==> src/rtl/ladder_trace_if.sv <==
// rtl/ladder_trace_if.sv - button and display bundle for the ladder-lottery engine
interface ladder_trace_if #(
    parameter int LANES = 6,
    parameter int ROWS  = 8
);
    localparam int LW = ($clog2(LANES) > 1) ? $clog2(LANES) : 1;
    localparam int RW = ($clog2(ROWS) > 1) ? $clog2(ROWS) : 1;

    logic                        up;
    logic                        down;
    logic                        left;
    logic                        right;
    logic                        enter;
    logic                        esc;
    logic                        mode;
    logic [ROWS*(LANES-1)-1:0]   rung_map;
    logic [RW-1:0]               cursor_row;
    logic [LW-1:0]               cursor_col;
    logic [LW-1:0]               start_lane;
    logic [LW-1:0]               trace_lane;
    logic [RW-1:0]               trace_row;
    logic [LW-1:0]               result;
    logic                        result_valid;
    logic                        alarm;
    logic                        norm;

    // Button front end side
    modport master (
        output up, down, left, right, enter, esc, mode,
        input  rung_map, cursor_row, cursor_col, start_lane, trace_lane,
               trace_row, result, result_valid, alarm, norm
    );

    // Ladder engine side
    modport slave (
        input  up, down, left, right, enter, esc, mode,
        output rung_map, cursor_row, cursor_col, start_lane, trace_lane,
               trace_row, result, result_valid, alarm, norm
    );
endinterface

==> src/rtl/ladder_trace.sv <==
// rtl/ladder_trace.sv - amidakuji rung editor and timed trace engine
module ladder_trace #(
    parameter int LANES    = 6,
    parameter int ROWS     = 8,
    parameter int TICK_DIV = 25_000_000
) (
    input logic           clk,
    input logic           rst,
    ladder_trace_if.slave bus
);
    localparam int LW = ($clog2(LANES) > 1) ? $clog2(LANES) : 1;
    localparam int RW = ($clog2(ROWS) > 1) ? $clog2(ROWS) : 1;
    localparam int NC = LANES - 1;
    localparam int NB = ROWS * NC;
    localparam int CW = ($clog2(TICK_DIV + 1) > 1) ? $clog2(TICK_DIV + 1) : 1;

    typedef enum logic [1:0] {EDIT, SELECT, TRACE, DONE} state_t;

    state_t        state;
    logic [NB-1:0] rungs;
    logic [RW-1:0] cursor_row;
    logic [LW-1:0] cursor_col;
    logic [LW-1:0] start_lane;
    logic [LW-1:0] trace_lane;
    logic [RW-1:0] trace_row;
    logic [LW-1:0] result;
    logic          result_valid;
    logic          alarm;
    logic          norm;
    logic [CW-1:0] tick;

    logic          cur_rung;
    logic          nbr_set;
    logic [NB-1:0] cur_mask;
    logic [LW-1:0] step_lane;

    // Out-of-range columns read as empty, so edge lanes need no special casing
    function automatic logic rung_at(input logic [NB-1:0] map, input int row, input int col);
        logic [NB-1:0] sh;
        if (col < 0 || col >= NC || row < 0 || row >= ROWS) begin
            return 1'b0;
        end
        sh = map >> (row * NC + col);
        return sh[0];
    endfunction

    // Cursor rung state, neighbour legality and the lane after the current trace row
    always_comb begin
        cur_rung  = rung_at(rungs, int'(cursor_row), int'(cursor_col));
        nbr_set   = rung_at(rungs, int'(cursor_row), int'(cursor_col) - 1)
                  | rung_at(rungs, int'(cursor_row), int'(cursor_col) + 1);
        cur_mask  = NB'(1) << (int'(cursor_row) * NC + int'(cursor_col));
        step_lane = trace_lane;
        if (rung_at(rungs, int'(trace_row), int'(trace_lane))) begin
            step_lane = trace_lane + LW'(1);
        end else if (rung_at(rungs, int'(trace_row), int'(trace_lane) - 1)) begin
            step_lane = trace_lane - LW'(1);
        end
    end

    // Main state machine; norm and alarm are updated together with every state change
    always_ff @(posedge clk) begin
        if (rst) begin
            state        <= EDIT;
            rungs        <= '0;
            cursor_row   <= '0;
            cursor_col   <= '0;
            start_lane   <= '0;
            trace_lane   <= '0;
            trace_row    <= '0;
            result       <= '0;
            result_valid <= 1'b0;
            alarm        <= 1'b0;
            norm         <= 1'b1;
            tick         <= '0;
        end else if (!bus.mode && state != EDIT) begin
            state <= EDIT;
            norm  <= 1'b1;
            alarm <= 1'b0;
        end else begin
            case (state)
                EDIT: begin
                    if (bus.mode) begin
                        state <= SELECT;
                        norm  <= 1'b0;
                    end else if (bus.esc) begin
                        rungs        <= '0;
                        result_valid <= 1'b0;
                    end else if (bus.enter) begin
                        if (cur_rung || !nbr_set) begin
                            rungs        <= rungs ^ cur_mask;
                            result_valid <= 1'b0;
                        end
                    end else if (bus.up) begin
                        cursor_row <= (cursor_row == '0) ? RW'(ROWS - 1) : cursor_row - RW'(1);
                    end else if (bus.down) begin
                        cursor_row <= (cursor_row == RW'(ROWS - 1)) ? '0 : cursor_row + RW'(1);
                    end else if (bus.left) begin
                        cursor_col <= (cursor_col == '0) ? LW'(LANES - 2) : cursor_col - LW'(1);
                    end else if (bus.right) begin
                        cursor_col <= (cursor_col == LW'(LANES - 2)) ? '0 : cursor_col + LW'(1);
                    end
                end
                SELECT: begin
                    if (bus.esc) begin
                        state <= EDIT;
                        norm  <= 1'b1;
                    end else if (bus.enter) begin
                        state      <= TRACE;
                        trace_lane <= start_lane;
                        trace_row  <= '0;
                        tick       <= '0;
                    end else if (bus.up || bus.down) begin
                        // higher-priority pulse with no meaning here masks left/right
                        start_lane <= start_lane;
                    end else if (bus.left) begin
                        start_lane <= (start_lane == '0) ? LW'(LANES - 1) : start_lane - LW'(1);
                    end else if (bus.right) begin
                        start_lane <= (start_lane == LW'(LANES - 1)) ? '0 : start_lane + LW'(1);
                    end
                end
                TRACE: begin
                    if (bus.esc) begin
                        state <= SELECT;
                        alarm <= 1'b0;
                    end else if (tick == CW'(TICK_DIV - 1)) begin
                        tick       <= '0;
                        trace_lane <= step_lane;
                        if (trace_row == RW'(ROWS - 1)) begin
                            result       <= step_lane;
                            result_valid <= 1'b1;
                            state        <= DONE;
                            alarm        <= 1'b1;
                        end else begin
                            trace_row <= trace_row + RW'(1);
                        end
                    end else begin
                        tick <= tick + CW'(1);
                    end
                end
                DONE: begin
                    if (bus.enter || bus.esc) begin
                        state <= SELECT;
                        alarm <= 1'b0;
                    end
                end
                default: begin
                    state <= EDIT;
                    norm  <= 1'b1;
                    alarm <= 1'b0;
                end
            endcase
        end
    end

    assign bus.rung_map     = rungs;
    assign bus.cursor_row   = cursor_row;
    assign bus.cursor_col   = cursor_col;
    assign bus.start_lane   = start_lane;
    assign bus.trace_lane   = trace_lane;
    assign bus.trace_row    = trace_row;
    assign bus.result       = result;
    assign bus.result_valid = result_valid;
    assign bus.alarm        = alarm;
    assign bus.norm         = norm;
endmodule

==> src/flat_wrapper.sv <==
// flat-port wrapper written by rule: the top's interface ports become plain ports
module ladder_trace_flat 
#(
    parameter int LANES    = 6,
    parameter int ROWS     = 8,
    parameter int TICK_DIV = 25_000_000
)
  (clk, rst, bus_up, bus_down, bus_left, bus_right, bus_enter, bus_esc, bus_mode, bus_rung_map, bus_cursor_row, bus_cursor_col, bus_start_lane, bus_trace_lane, bus_trace_row, bus_result, bus_result_valid, bus_alarm, bus_norm);
  ladder_trace_if #(.LANES(LANES), .ROWS(ROWS)) bus_i ();
  input logic clk;
  input logic rst;
  input wire logic [$bits(bus_i.up)-1:0] bus_up;
  input wire logic [$bits(bus_i.down)-1:0] bus_down;
  input wire logic [$bits(bus_i.left)-1:0] bus_left;
  input wire logic [$bits(bus_i.right)-1:0] bus_right;
  input wire logic [$bits(bus_i.enter)-1:0] bus_enter;
  input wire logic [$bits(bus_i.esc)-1:0] bus_esc;
  input wire logic [$bits(bus_i.mode)-1:0] bus_mode;
  output wire logic [$bits(bus_i.rung_map)-1:0] bus_rung_map;
  output wire logic [$bits(bus_i.cursor_row)-1:0] bus_cursor_row;
  output wire logic [$bits(bus_i.cursor_col)-1:0] bus_cursor_col;
  output wire logic [$bits(bus_i.start_lane)-1:0] bus_start_lane;
  output wire logic [$bits(bus_i.trace_lane)-1:0] bus_trace_lane;
  output wire logic [$bits(bus_i.trace_row)-1:0] bus_trace_row;
  output wire logic [$bits(bus_i.result)-1:0] bus_result;
  output wire logic [$bits(bus_i.result_valid)-1:0] bus_result_valid;
  output wire logic [$bits(bus_i.alarm)-1:0] bus_alarm;
  output wire logic [$bits(bus_i.norm)-1:0] bus_norm;
  assign bus_i.up = bus_up;
  assign bus_i.down = bus_down;
  assign bus_i.left = bus_left;
  assign bus_i.right = bus_right;
  assign bus_i.enter = bus_enter;
  assign bus_i.esc = bus_esc;
  assign bus_i.mode = bus_mode;
  assign bus_rung_map = bus_i.rung_map;
  assign bus_cursor_row = bus_i.cursor_row;
  assign bus_cursor_col = bus_i.cursor_col;
  assign bus_start_lane = bus_i.start_lane;
  assign bus_trace_lane = bus_i.trace_lane;
  assign bus_trace_row = bus_i.trace_row;
  assign bus_result = bus_i.result;
  assign bus_result_valid = bus_i.result_valid;
  assign bus_alarm = bus_i.alarm;
  assign bus_norm = bus_i.norm;
  ladder_trace #(.LANES(LANES), .ROWS(ROWS), .TICK_DIV(TICK_DIV)) u_core (.clk(clk), .rst(rst), .bus(bus_i));
endmodule
==> config.mk <==
export PLATFORM = sky130hd
export DESIGN_NAME = ladder_trace_flat
export DESIGN_NICKNAME = d
export VERILOG_FILES = /design/src/rtl/ladder_trace_if.sv /design/src/rtl/ladder_trace.sv /design/src/flat_wrapper.sv
export SDC_FILE = /design/constraint.sdc
export NUM_CORES = 1
export LEC_CHECK = 0
export BUFFER_PORTS_ARGS = -buffer_cell sky130_fd_sc_hd__buf_2
export CAP_MARGIN = 20
export CORE_ASPECT_RATIO = 1.4
export CORE_MARGIN = 2
export CORE_UTILIZATION = 62
export CTS_CLUSTER_DIAMETER = 60
export DETAILED_ROUTE_END_ITERATION = 8
export PLACE_DENSITY_LB_ADDON = 0.3
export SLEW_MARGIN = 20
export SYNTH_ARGS = -nofsm -noshare
export SYNTH_HDL_FRONTEND = slang
export SYNTH_SLANG_ARGS = --single-unit
==> constraint.sdc <==
create_clock -name clk -period 6.7 [get_ports clk]
set_input_delay 1.005 -clock clk [delete_from_list [all_inputs] [get_ports clk]]
set_output_delay 1.005 -clock clk [all_outputs]
set_load 0.02 [all_outputs]
### Word-level counts from Yosys, hierarchy flattened

Index checks and enable logic that the tools add are counted.

* flip-flop bits (word level): 88
* output and inout port bits: 61

* bitwise operators: 9
* add/sub/neg operators: 18
* mux-type cells: 72
* $mul: 2
* shift-type cells: 6
* $lt $le $gt $ge: 8
* reductions and logical operators: 35
* eq/ne operators: 23

Operators with widths (number)
* $shr A40 B32 Y1: 5
* $mux W40: 3
* $mux W25: 4
* $add A32 B32 Y32: 3
* $ge A32 B4 Y1 const B: 3
* $lt A32 B1 Y1 const B: 3
* $mux W3: 23
* $add A32 B4 Y32: 2
* $pmux W25 S2: 1
* $shl A1 B32 Y40 const A: 1
* $xor A40 B40 Y40: 1
* $mux W1: 28
* $add A25 B1 Y25 const B: 1
* $eq A25 B25 Y1 const B: 1
* $reduce_and A5 Y1: 4
* $reduce_and A6 Y1: 3
* $reduce_bool A2 Y1: 9
* $reduce_and A8 Y1: 2
* $add A3 B1 Y3 const B: 5
* $mux W2: 7
* $ne A2 B2 Y1 const B: 7
* $eq A3 B3 Y1 const B: 4
* $mul A3 B3 Y6 const B: 2
* $pmux W3 S2: 2
* 22 further kinds: 49

### Logic depth before layout (Yosys ltp)

Gate-level depths: netlist (run 1).

* depth after elaboration: 13
* mapped depth: 20

### Worst setup path before layout (run 1)

OpenSTA, ideal clock, no wires.

* path type: register to register
* start point: register u_core.trace_lane[0] (netlist: u_core.bus.trace_lane[0])
* end point: register u_core.trace_lane[2] (netlist: u_core.bus.trace_lane[2])
* buffers on the path: 1
* arrival: 4.897 ns
* slack: 1.729 ns
* clock period less this slack: 4.971 ns
* cell stages (with the launch flop): 17
* cell sequence: dfxtp_1 -> clkbuf_1 -> nor3_1 -> ha_1 -> a21boi_0 -> o21ai_0 -> nand2_1 -> a21oi_1 -> nand2b_1 -> ha_1 -> or4b_2 -> nor4_1 -> nand4_1 -> or3_1 -> o22a_1 -> or4_1 -> a31oi_1

* cells in the longest elaborated chain, start to end: 12

RTL lines
* from (decl): line ladder_trace.sv:24 `logic [LW-1:0] trace_lane;`
* from (signal assigned): line ladder_trace.sv:110 `trace_lane <= start_lane;`
* from (signal assigned): line ladder_trace.sv:128 `trace_lane <= step_lane;`
* branches (longest 8 deep; another with $add A32 B32 Y32)
* $mux W3 (*): line ladder_trace.sv:54 `if (rung_at(rungs, int'(trace_row), int'(trace_lane))) begin`
* $mux W3 (*): line ladder_trace.sv:126 `end else if (tick == CW'(TICK_DIV - 1)) begin`
* $mux W3 (*): line ladder_trace.sv:123 `if (bus.esc) begin`
* $pmux W3 S2 (*): line ladder_trace.sv:81 `case (state)`

Every way passes the cells marked *. The select of a mux whose other input is x is not followed.
A chain may end at the register's enable or synchronous reset.

### Final worst setup path (run 1)

* start point: register u_core.cursor_col[1] (netlist: u_core.bus.cursor_col[1])
* end point: register u_core.rungs[28] (netlist: u_core.bus.rung_map[28])

* cells in the longest elaborated chain, start to end: 10

RTL lines
* from (decl): line ladder_trace.sv:22 `logic [LW-1:0] cursor_col;`
* from (signal assigned): line ladder_trace.sv:99 `cursor_col <= (cursor_col == '0) ? LW'(LANES - 2) : cursor_col - LW'(1);`
* from (signal assigned): line ladder_trace.sv:101 `cursor_col <= (cursor_col == LW'(LANES - 2)) ? '0 : cursor_col + LW'(1);`
* branches (longest 10 deep; another with $add A32 B32 Y32)
* to (signal assigned): line ladder_trace.sv:91 `rungs <= rungs ^ cur_mask;`
* to (decl): line ladder_trace.sv:20 `logic [NB-1:0] rungs;`

Several ways; the timed one is not identified. The select of a mux whose other input is x is not followed.

==> results of run 1 <==
## synthesized netlist by cell type, drive strengths merged (29+ instances only)
| cell | n | area [µm²] |
|---|---|---|
| mux2i | 63 | 631 |
| mux4 | 37 | 841 |
| a21oi | 49 | 245 |
| nand3 | 36 | 180 |
| o21ai | 38 | 190 |
| nor2 | 91 | 344 |
| dfxtp | 88 | 1760 |
| clkbuf | 29 | 109 |
| inv | 35 | 131 |
| ha | 65 | 813 |
| nand2 | 88 | 330 |
| nand2b | 43 | 269 |
## worst register-to-register path: stages (launching register included)
cell and delay [ns]:
dfxtp_1 0.52, inv_1 0.14, ha_1 0.34, inv_1 0.10, ha_1 0.30, a21o_1 0.19, a21oi_1 0.25, a21oi_1 0.11
o21a_1 0.22, a21oi_1 0.19, nand2b_1 0.13, ha_1 0.12, nor4b_1 0.28, nand4b_1 0.13, or3_1 0.32, a311o_1 0.33
a311oi_2 0.36, o211ai_2 0.55, nand4_1 0.36, mux2i_1 0.25
## through the flow
step           setup WS (ns)  area (µm²)  power (µW)  hold slack, ns   util
6_report                1.42        8710        1390           0.488  0.686
5_1_grt                 1.10        8710        1460           0.507  0.686
4_1_cts                 1.48        8680        1390           0.493  0.684
3_5_place_dp            1.54        8370         868           0.484  0.659
3_3_place_gp            1.78        8370         861           0.464  0.659
2_1_floorplan           1.73        7990         799           0.466      -
## sequential cells by signal, indices dropped and copies added (netlist names), 3 cells and up
register / flops
u_core.bus.start_lane: 3
u_core.bus.trace_lane: 3
u_core.bus.rung_map: 40
u_core.bus.result: 3
u_core.bus.cursor_row: 3
u_core.bus.trace_row: 3
u_core.bus.cursor_col: 3
u_core.tick: 25
## metal layers
| layer | vias up | track usage | wire [µm] |
|---|---|---|---|
| met1 | 3524 | 0.364 | 8030 |
| met3 | 76 | 0.0425 | 1320 |
| met5 | - | 0 | 0 |
| met4 | 0 | 0.137 | 871 |
| met2 | 342 | 0.524 | 10600 |
| li1 | 3508 | - | - |
## area by class of cell
| cell class | instances | area share |
|---|---|---|
| well taps | 153 | 0.0220 |
| multi-input cells | 764 | 0.681 |
| flip-flops and latches | 88 | 0.202 |
| clock buffers | 10 | 0.0274 |
| inverters | 35 | 0.0151 |
| clock inverters | 6 | 0.00876 |
| repair buffers | 73 | 0.0431 |
## worst max-delay path by stage
| stage | from | cells after the start | endpoint |
|---|---|---|---|
| 6_report | u_core.bus.cursor_col[1] | 19 | u_core.bus.rung_map[28] |
| 4_1_cts | u_core.bus.cursor_col[1] | 19 | u_core.bus.rung_map[28] |
| 2_1_floorplan | u_core.bus.trace_lane[0] | 16 | u_core.bus.trace_lane[2] |
| 5_1_grt | u_core.bus.cursor_col[1] | 19 | u_core.bus.rung_map[28] |
| 3_3_place_gp | u_core.bus.cursor_col[0] | 19 | u_core.bus.rung_map[11] |
| 3_5_place_dp | u_core.bus.cursor_col[1] | 19 | u_core.bus.rung_map[28] |
## layout by cell type (no fill, tap or decap), drive strengths merged, types with 38 or more instances in the layout
cell,instances
o21ai,38
nand2b,43
nand2,88
dfxtp,88
a21oi,49
ha,65
mux2i,63
nor2,91
buf,73
## power groups by stage
| stage | registers, µW | logic (µW) | clock network [µW] |
|---|---|---|---|
| after floorplan | 554 | 244 | 0 |
| after global placement | 552 | 309 | 0 |
| after detailed placement | 552 | 316 | 0 |
| after CTS | 540 | 317 | 537 |
| after global routing | 542 | 354 | 560 |
| final | 540 | 324 | 529 |
## cell families after synthesis
group / count (synthesis) / share of synthesized area
muxes: 107 / 0.194
buffers and inverters: 79 / 0.0415
DFF: 88 / 0.220
xor gates and xnor gates: 44 / 0.0501
adders and majority gates: 70 / 0.114
and+or+nand+nor: 381 / 0.242
AOI/OAI and AO/OA: 162 / 0.137
==> run metrics, run 1 <==
outcome=finished, final reports clean; Clock H-tree levels=3; cell-internal power=about 950 µW; CTS tree=done; layout cells sized above 1=0.158; TNS Setup=0 ns; number of vias per cell=6.60; reg2reg path depth=19; post-layout min period=5.28 ns; fraction of registers with async set/reset=0; number of remaining DRC errors=0; post-synthesis cell area=about 8000 µm²; Post-Synthesis Cells=roughly 930; Die Wd=around 100 µm; Yosys warning count=0; post-DP HPWL=between 15000 and 20000 µm; Psw=440 µW; cts bufs inserted=9; multi-input combinational cell area=a little under 6000 µm²; Net Sw Frac=0.316; VDD IR max=approximately 0.14 mV; wire length per cell=approximately 18 µm; Critical R2R Launch=u_core.bus.cursor_col[1]; Net Count, Synth=about 1000; hold buffers post-CTS=0; gr usage total=0.301; final setup fails=0; clock share of power=0.380; first-pass GRT wire length=34200 µm; Die H=about 140 µm; Crit Path Class=reg -> reg; Pre-antenna DRT Iters=5; worst hold stages=2; maxcap violations=0; HP Start=u_core.bus.result_valid; period utilization=0.788; RD Place Congestion=just under 0.9; leak pwr=about 0.0036 µW; Fin Clk Skew=between 0.006 and 0.007 ns; Crit path buffers/inverters=2; Post-CTS Setup Inserts=0; Worst Setup Start Kind=flip-flop; CTS max path bufs=2; RSZ-0062 raised after global routing=no; P per Cell Area=approximately 160 nW/µm²; DR vias=about 7500; Reg area=1760 µm²; die area=between 10000 and 15000 µm²; clock sink total=88; core area=between 10000 and 15000 µm²; number of global-route vias before repair=a little under 7000; RR Endpoint=u_core.bus.rung_map[28]; CP endpoint kind=flip-flop; area grow syn2layout=8.99%; initial core utilization=0.630; max_slew headroom=0.232; Crit-path slowest cell=o211ai_2; WP data arrival=approximately 5.5 ns; Finished Layout Cells=approximately 1100; placed cells=1112; root buf cell=clkbuf_16; clk slew on worst S/H paths=approximately 0.060 ns; flop2flop setup slack=roughly 1.4 ns; Final Hold Viols=0; #FFs+latches synth=between 80 and 90; Sequential Power Share=0.388; total gr overflow=0; combinational power share=0.232; Crit path required time=a little under 7 ns; # rows=49; hold crit path type=reg -> reg; iteration-0 DRC count of the detailed router=around 560; Ports=70; CP max FO=25; highest clock rate=approximately 190 MHz; Clock Latency Late Sink=0.35 ns; fill count=roughly 1000; top_reg_cell synth=dfxtp_1; diode count=0; # resized after CTS=0; Netlist cell types=76; Post-layout nets=1050; Worst Max-Slew Pin Slew=between 1 and 1.5 ns; initial antenna violation count=0; largest net degree at the start of global routing=~60; IO buf count=a little under 70; crit-path max cell delay=0.55 ns; endpoint of the worst hold path=u_core.bus.result_valid; critical-path cell list=inv_1 -> ha_1 -> inv_1 -> ha_1 -> a21o_1 -> a21oi_1 -> a21oi_1 -> o21a_1 -> a21oi_1 -> nand2b_1 -> ha_1 -> nor4b_1 -> nand4b_1 -> or3_1 -> a311o_1 -> a311oi_2 -> o211ai_2 -> nand4_1 -> mux2i_1; fin. max-slew vios=0; Post-synth EDFFs=0; number of routed nets with antenna violations=0; register area share after synthesis=0.220; CP delay by family, top=compound AO/OA/AOI/OAI gates; Syn Area/Cell=~8.6 µm²; Detailed Route WL=20800 µm
Power figures use the tool's default switching activity.
==> run 2: changes to the inputs <==
CORE_UTILIZATION = 56   (was 62)
clock period = 4.6 ns   (was 6.7 ns; I/O delays follow)
==> run 2 against run 1 <==
Compared with the run above: sequential cell count did not move; hold slack gained 0.0096 ns; critical path depth unchanged; maximum frequency increased by 20%; non-clock buffer count grew 22; largest power group unchanged; setup slack worse by 1.2 ns; global-route usage shrank 2.8 points.
==> run metrics, run 2 (synthesis gave the netlist of run 1 again) <==
Crit Path Class=reg -> reg (unchanged); die area=15300 µm² (was 13800 µm²); Clock Latency Late Sink=0.36 ns (was 0.35 ns); post-layout min period=4.41 ns (was 5.28 ns); total gr overflow=0 (unchanged); largest net degree at the start of global routing=61 (unchanged); tightest hold margin=0.498 ns (was 0.488 ns); IO buf count=69 (unchanged); Clock H-tree levels=3 (unchanged); Pre-antenna DRT Iters=7 (was 5); clk slew on worst S/H paths=0.07 ns (was 0.06 ns); CTS max path bufs=2 (unchanged); reg2reg path depth=19 (unchanged); # rows=51 (was 49); number of routed nets with antenna violations=0 (unchanged); commonest non-fill, non-tap cell in the layout=nor2_1 (unchanged); leak pwr=0.00371 µW (was 0.00360 µW); period utilization=0.959 (was 0.788); commonest cells after routing, fill and taps aside=nor2_1, nand2_1, dfxtp_1 (unchanged); layout cells sized above 1=0.182 (was 0.158); highest clock rate=227 MHz (was 189 MHz); Detailed Route WL=21100 µm (was 20800 µm); Final Hold Viols=0 (unchanged); root buf cell=clkbuf_16 (unchanged); Crit. Startpoint=u_core.bus.cursor_col[0] (was u_core.bus.cursor_col[1]); Die H=145 µm (was 138 µm); Crit path required time=4.89 ns (was 6.96 ns); TNS Setup=0 ns (unchanged); fin. max-slew vios=0 (unchanged); CTS tree=done (unchanged); first-pass GRT wire length=34200 µm (about the same); post-DP HPWL=15600 µm (was 15400 µm); Worst Setup Start Kind=flip-flop (unchanged); Fin Clk Skew=0.00555 ns (was 0.00689 ns); placed cells=1167 (was 1112); Finished Layout Cells=1183 (was 1129); Critical R2R Launch=u_core.bus.cursor_col[0] (was u_core.bus.cursor_col[1]); Worst Max-Slew Pin Slew=0.952 ns (was 1.15 ns); VDD IR max=0.148 mV (was 0.140 mV); CP Capture Point=u_core.bus.rung_map[13] (was u_core.bus.rung_map[28]); CP max FO=25 (unchanged); iteration-0 DRC count of the detailed router=490 (was 563); RR Endpoint=u_core.bus.rung_map[13] (was u_core.bus.rung_map[28]); final setup fails=0 (unchanged); number of global-route vias before repair=6834 (was 6941); flop2flop setup slack=0.19 ns (was 1.42 ns); Post-layout nets=1072 (was 1050); hold crit path type=reg -> reg (unchanged); initial antenna violation count=0 (unchanged); RD Place Congestion=0.956 (was 0.894); outcome=finished, final reports clean (unchanged); P per Cell Area=230 nW/µm² (was 160 nW/µm²); area grow syn2layout=12.1% (was 8.99%); WP data arrival=4.70 ns (was 5.54 ns); total power=2060 µW (was 1390 µW); maxcap violations=0 (unchanged); Die Wd=105 µm (was 100 µm); Post-CTS Setup Inserts=0 (unchanged); HP Start=u_core.bus.result[0] (was u_core.bus.result_valid); gr usage total=0.273 (was 0.301); Ports=70 (unchanged); max_slew headroom=0.349 (was 0.232); clock sink total=88 (unchanged); wire length per cell=17.8 µm (was 18.5 µm); number of flip-flops under the largest register name=40 (unchanged); number of vias per cell=6.26 (was 6.60); initial core utilization=0.575 (was 0.630); # resized after CTS=0 (unchanged); cts bufs inserted=9 (unchanged); number of remaining DRC errors=0 (unchanged); CP endpoint kind=flip-flop (unchanged); diode count=0 (unchanged); DR vias=7410 (was 7450); hold buffers post-CTS=0 (unchanged); core area=13900 µm² (was 12700 µm²)
run 2: cell types whose count changed in the layout (fill, tap and decap cells not counted), sizes merged:
cell	change
inv	-1
clkinv	+1
buf	+22
clkbuf	-1
clkinvlp	+1
run 2: worst min path at each step:
stage	slack (ns)	end	depth (start not counted)
4_1_cts	0.50	u_core.bus.result_valid	2
3_5_place_dp	0.49	u_core.bus.result_valid	2
3_3_place_gp	0.46	u_core.bus.result[0]	2
5_1_grt	0.51	u_core.bus.result[0]	2
6_report	0.50	u_core.bus.result[0]	2
2_1_floorplan	0.47	u_core.tick[17]	2
run 2: critical path: stages (launching register included):
cell and delay [ns]:
dfxtp_1 0.33, inv_1 0.10, ha_1 0.22, xor2_1 0.17
ha_2 0.41, a21oi_1 0.17, o21ai_0 0.19, a21o_1 0.13
a21o_1 0.17, nand2_1 0.08, ha_1 0.20, nor4b_2 0.31
nand4b_1 0.12, or3_1 0.32, a311o_1 0.34, a311oi_2 0.38
o211ai_2 0.15, buf_6 0.20, nand4_1 0.14, mux2i_1 0.20
run 2: final cells by class:
| cell class | count | area (µm²) |
|---|---|---|
| well taps | 185 | 231 |
| flip-flops and latches | 88 | 1760 |
| inverters | 35 | 131 |
| repair buffers | 95 | 557 |
| fillers | 1200 | 4950 |
| multi-input cells | 764 | 5980 |
| clock inverters | 7 | 80.1 |
| clock buffers | 9 | 225 |
run 2: where the power goes:
group          total, µW  leakage (µW)  internal [µW]  switching (µW)
combinational        513       0.00285            195             318
sequential           782      0.000710            770            11.5
clock                763      0.000148            426             337
run 2: through the flow:
step	cell area, µm²	util	worst slack, ns
after floorplan	8000	-	0.00564
after global placement	8590	0.618	0.261
after detailed placement	8590	0.618	0.176
after CTS	8900	0.640	0.148
after global routing	8960	0.644	-0.0423
final	8960	0.644	0.188
run 2: metal layers:
| metal | GRT usage | routed length [µm] | share of wire | up-vias |
|---|---|---|---|---|
| met5 | 0 | 0 | 0 | - |
| met2 | 0.471 | 10500 | 0.50 | 282 |
| met3 | 0.0354 | 1060 | 0.050 | 67 |
| li1 | - | - | - | 3565 |
| met4 | 0.135 | 835 | 0.040 | 0 |
| met1 | 0.334 | 8630 | 0.41 | 3496 |
==> run 3: changes to the inputs <==
REMOVE_ABC_BUFFERS = 1   (was not set)
==> run 3 against run 2 <==
Compared with the run above: first-iteration DRC count down 21%; clock skew up 0.00062 ns; highest routed layer unchanged; via count up 0.45%; critical path type unchanged; register-to-register slack better by 0.03 ns; total power up 0.31%; largest cell class unchanged.
==> run metrics, run 3 (synthesis gave the netlist of run 1 again) <==
CTS tree=done (unchanged); cts bufs inserted=9 (unchanged); Crit path buffers/inverters=2 (unchanged); Clock H-tree levels=3 (unchanged); wire length per cell=18.2 µm (was 17.8 µm); CP endpoint kind=flip-flop (unchanged); P per Cell Area=231 nW/µm² (was 230 nW/µm²); core area=13900 µm² (unchanged); commonest cells after routing, fill and taps aside=nor2_1, nand2_1, dfxtp_1 (unchanged); TNS Setup=0 ns (unchanged); DR vias=7443 (was 7410); Fin Clk Skew=0.00618 ns (was 0.00555 ns); Post-CTS Setup Inserts=0 (unchanged); first-pass GRT wire length=35300 µm (was 34200 µm); fin. max-slew vios=0 (unchanged); number of routed nets with antenna violations=0 (unchanged); initial core utilization=0.575 (unchanged); initial antenna violation count=0 (unchanged); crit-path max cell delay=0.39 ns (was 0.41 ns); Critical R2R Launch=u_core.bus.cursor_col[0] (unchanged); area grow syn2layout=11.9% (was 12.1%); Worst Setup Start Kind=flip-flop (unchanged); number of flip-flops under the largest register name=40 (unchanged); number of vias per cell=6.31 (was 6.26); die area=15300 µm² (unchanged); post-DP HPWL=15800 µm (was 15600 µm); largest net degree at the start of global routing=61 (unchanged); gr usage total=0.281 (was 0.273); Die H=145 µm (unchanged); tightest hold margin=0.480 ns (was 0.498 ns); Final Hold Viols=0 (unchanged); Finished Layout Cells=1180 (was 1183); post-layout min period=4.38 ns (was 4.41 ns); CTS max path bufs=2 (unchanged); Detailed Route WL=21500 µm (was 21100 µm); hold crit path type=reg -> reg (unchanged); Post-DP Area=8570 µm² (was 8590 µm²); Crit path required time=4.88 ns (was 4.89 ns); maxcap violations=0 (unchanged); CP delay by family, top=compound AO/OA/AOI/OAI gates (unchanged); Crit Path Class=reg -> reg (unchanged); final setup fails=0 (unchanged); post-route cell area=8940 µm² (was 8960 µm²); period utilization=0.953 (was 0.959); WP data arrival=4.66 ns (was 4.70 ns); CP max FO=26 (was 25); RD Place Congestion=0.998 (was 0.956); diode count=0 (unchanged); clock sink total=88 (unchanged); clk slew on worst S/H paths=0.06 ns (was 0.07 ns); layout cells sized above 1=0.178 (was 0.182); outcome=finished, final reports clean (unchanged); Post-layout nets=1069 (was 1072); number of remaining DRC errors=0 (unchanged); max_slew headroom=0.308 (was 0.349); HP Start=u_core.bus.result[0] (unchanged); critical-path cell list=inv_1 -> ha_4 -> inv_2 -> ha_1 -> a21o_1 -> a21oi_2 -> a21oi_1 -> o21a_1 -> a21oi_1 -> nand2b_1 -> ha_1 -> nor4b_2 -> nand4b_1 -> or3_1 -> a311o_1 -> a311oi_2 -> o211a_4 -> nor2_1 -> mux2i_1 (was inv_1 -> ha_1 -> xor2_1 -> ha_2 -> a21oi_1 -> o21ai_0 -> a21o_1 -> a21o_1 -> nand2_1 -> ha_1 -> nor4b_2 -> nand4b_1 -> or3_1 -> a311o_1 -> a311oi_2 -> o211ai_2 -> buf_6 -> nand4_1 -> mux2i_1); Ports=70 (unchanged); Crit. Startpoint=u_core.bus.cursor_col[0] (unchanged); Worst Max-Slew Pin Slew=1.03 ns (was 0.952 ns); commonest non-fill, non-tap cell in the layout=nor2_1 (unchanged); highest clock rate=228 MHz (was 227 MHz); number of global-route vias before repair=7048 (was 6834); leak pwr=0.00370 µW (was 0.00371 µW); # rows=51 (unchanged); Pre-antenna DRT Iters=6 (was 7); Clock Latency Late Sink=0.36 ns (about the same); total gr overflow=0 (unchanged); IO buf count=69 (unchanged); iteration-0 DRC count of the detailed router=389 (was 490); root buf cell=clkbuf_16 (unchanged); Die Wd=105 µm (unchanged); placed cells=1164 (was 1167); VDD IR max=0.126 mV (was 0.148 mV); RSZ-0062 raised after global routing=yes; Crit-path slowest cell=a311oi_2 (was ha_2); hold buffers post-CTS=0 (unchanged)
run 3: through the flow:
| stage | utilization | worst slack (ns) | total power (µW) |
|---|---|---|---|
| final | 0.643 | 0.217 | 2060 |
| after global routing | 0.643 | -0.0175 | 2140 |
| after floorplan | - | -0.265 | 1140 |
| after global placement | 0.616 | 0.191 | 1280 |
| after CTS | 0.638 | 0.0663 | 2050 |
| after detailed placement | 0.616 | 0.0977 | 1290 |
run 3: cell type report:
cell class,count,area [µm²]
tap,185,231
clock inverter,6,73.8
multi-input combinational,764,5980
inverter,35,131
clock buffer,10,229
fill,1240,4970
sequential,88,1760
timing repair buffer,92,534
run 3: repair_timing:
| action | CTS | global route |
|---|---|---|
| setup endpoints to repair | 0 | 45 |
| resized for setup | 0 | 14 |
| endpoints found under the hold margin | 0 | 0 |
run 3: path summary, 6_finish.rpt:
kind                             end  slack, ns  cells past startpoint
max          u_core.bus.rung_map[26]       0.22                     19
min             u_core.bus.result[0]       0.48                      2
max reg2reg  u_core.bus.rung_map[26]       0.22                     19
min reg2reg     u_core.bus.result[0]       0.48                      2
run 3: worst register-to-register path, cell delays in order, from the launching register on:
cell and delay, ns:
dfxtp_1 0.33, inv_1 0.12, ha_4 0.31, inv_2 0.06
ha_1 0.29, a21o_1 0.21, a21oi_2 0.20, a21oi_1 0.09
o21a_1 0.23, a21oi_1 0.19, nand2b_1 0.13, ha_1 0.12
nor4b_2 0.19, nand4b_1 0.11, or3_1 0.31, a311o_1 0.33
a311oi_2 0.39, o211a_4 0.38, nor2_1 0.11, mux2i_1 0.19
run 3: report_power, final:
part | leakage (µW) | internal [µW] | total [µW] | switching (µW)
clock | 0.000148 | 430 | 771 | 341
sequential | 0.000710 | 770 | 783 | 13.0
combinational | 0.00284 | 194 | 509 | 315
run 3: layer usage:
metal	vias to the layer above	global-route usage	routed length, µm	share of wire
met1	3578	0.335	8520	0.40
li1	3543	-	-	-
met2	260	0.495	11000	0.51
met3	62	0.0363	1060	0.049
met4	0	0.141	887	0.041
met5	-	0	0	0
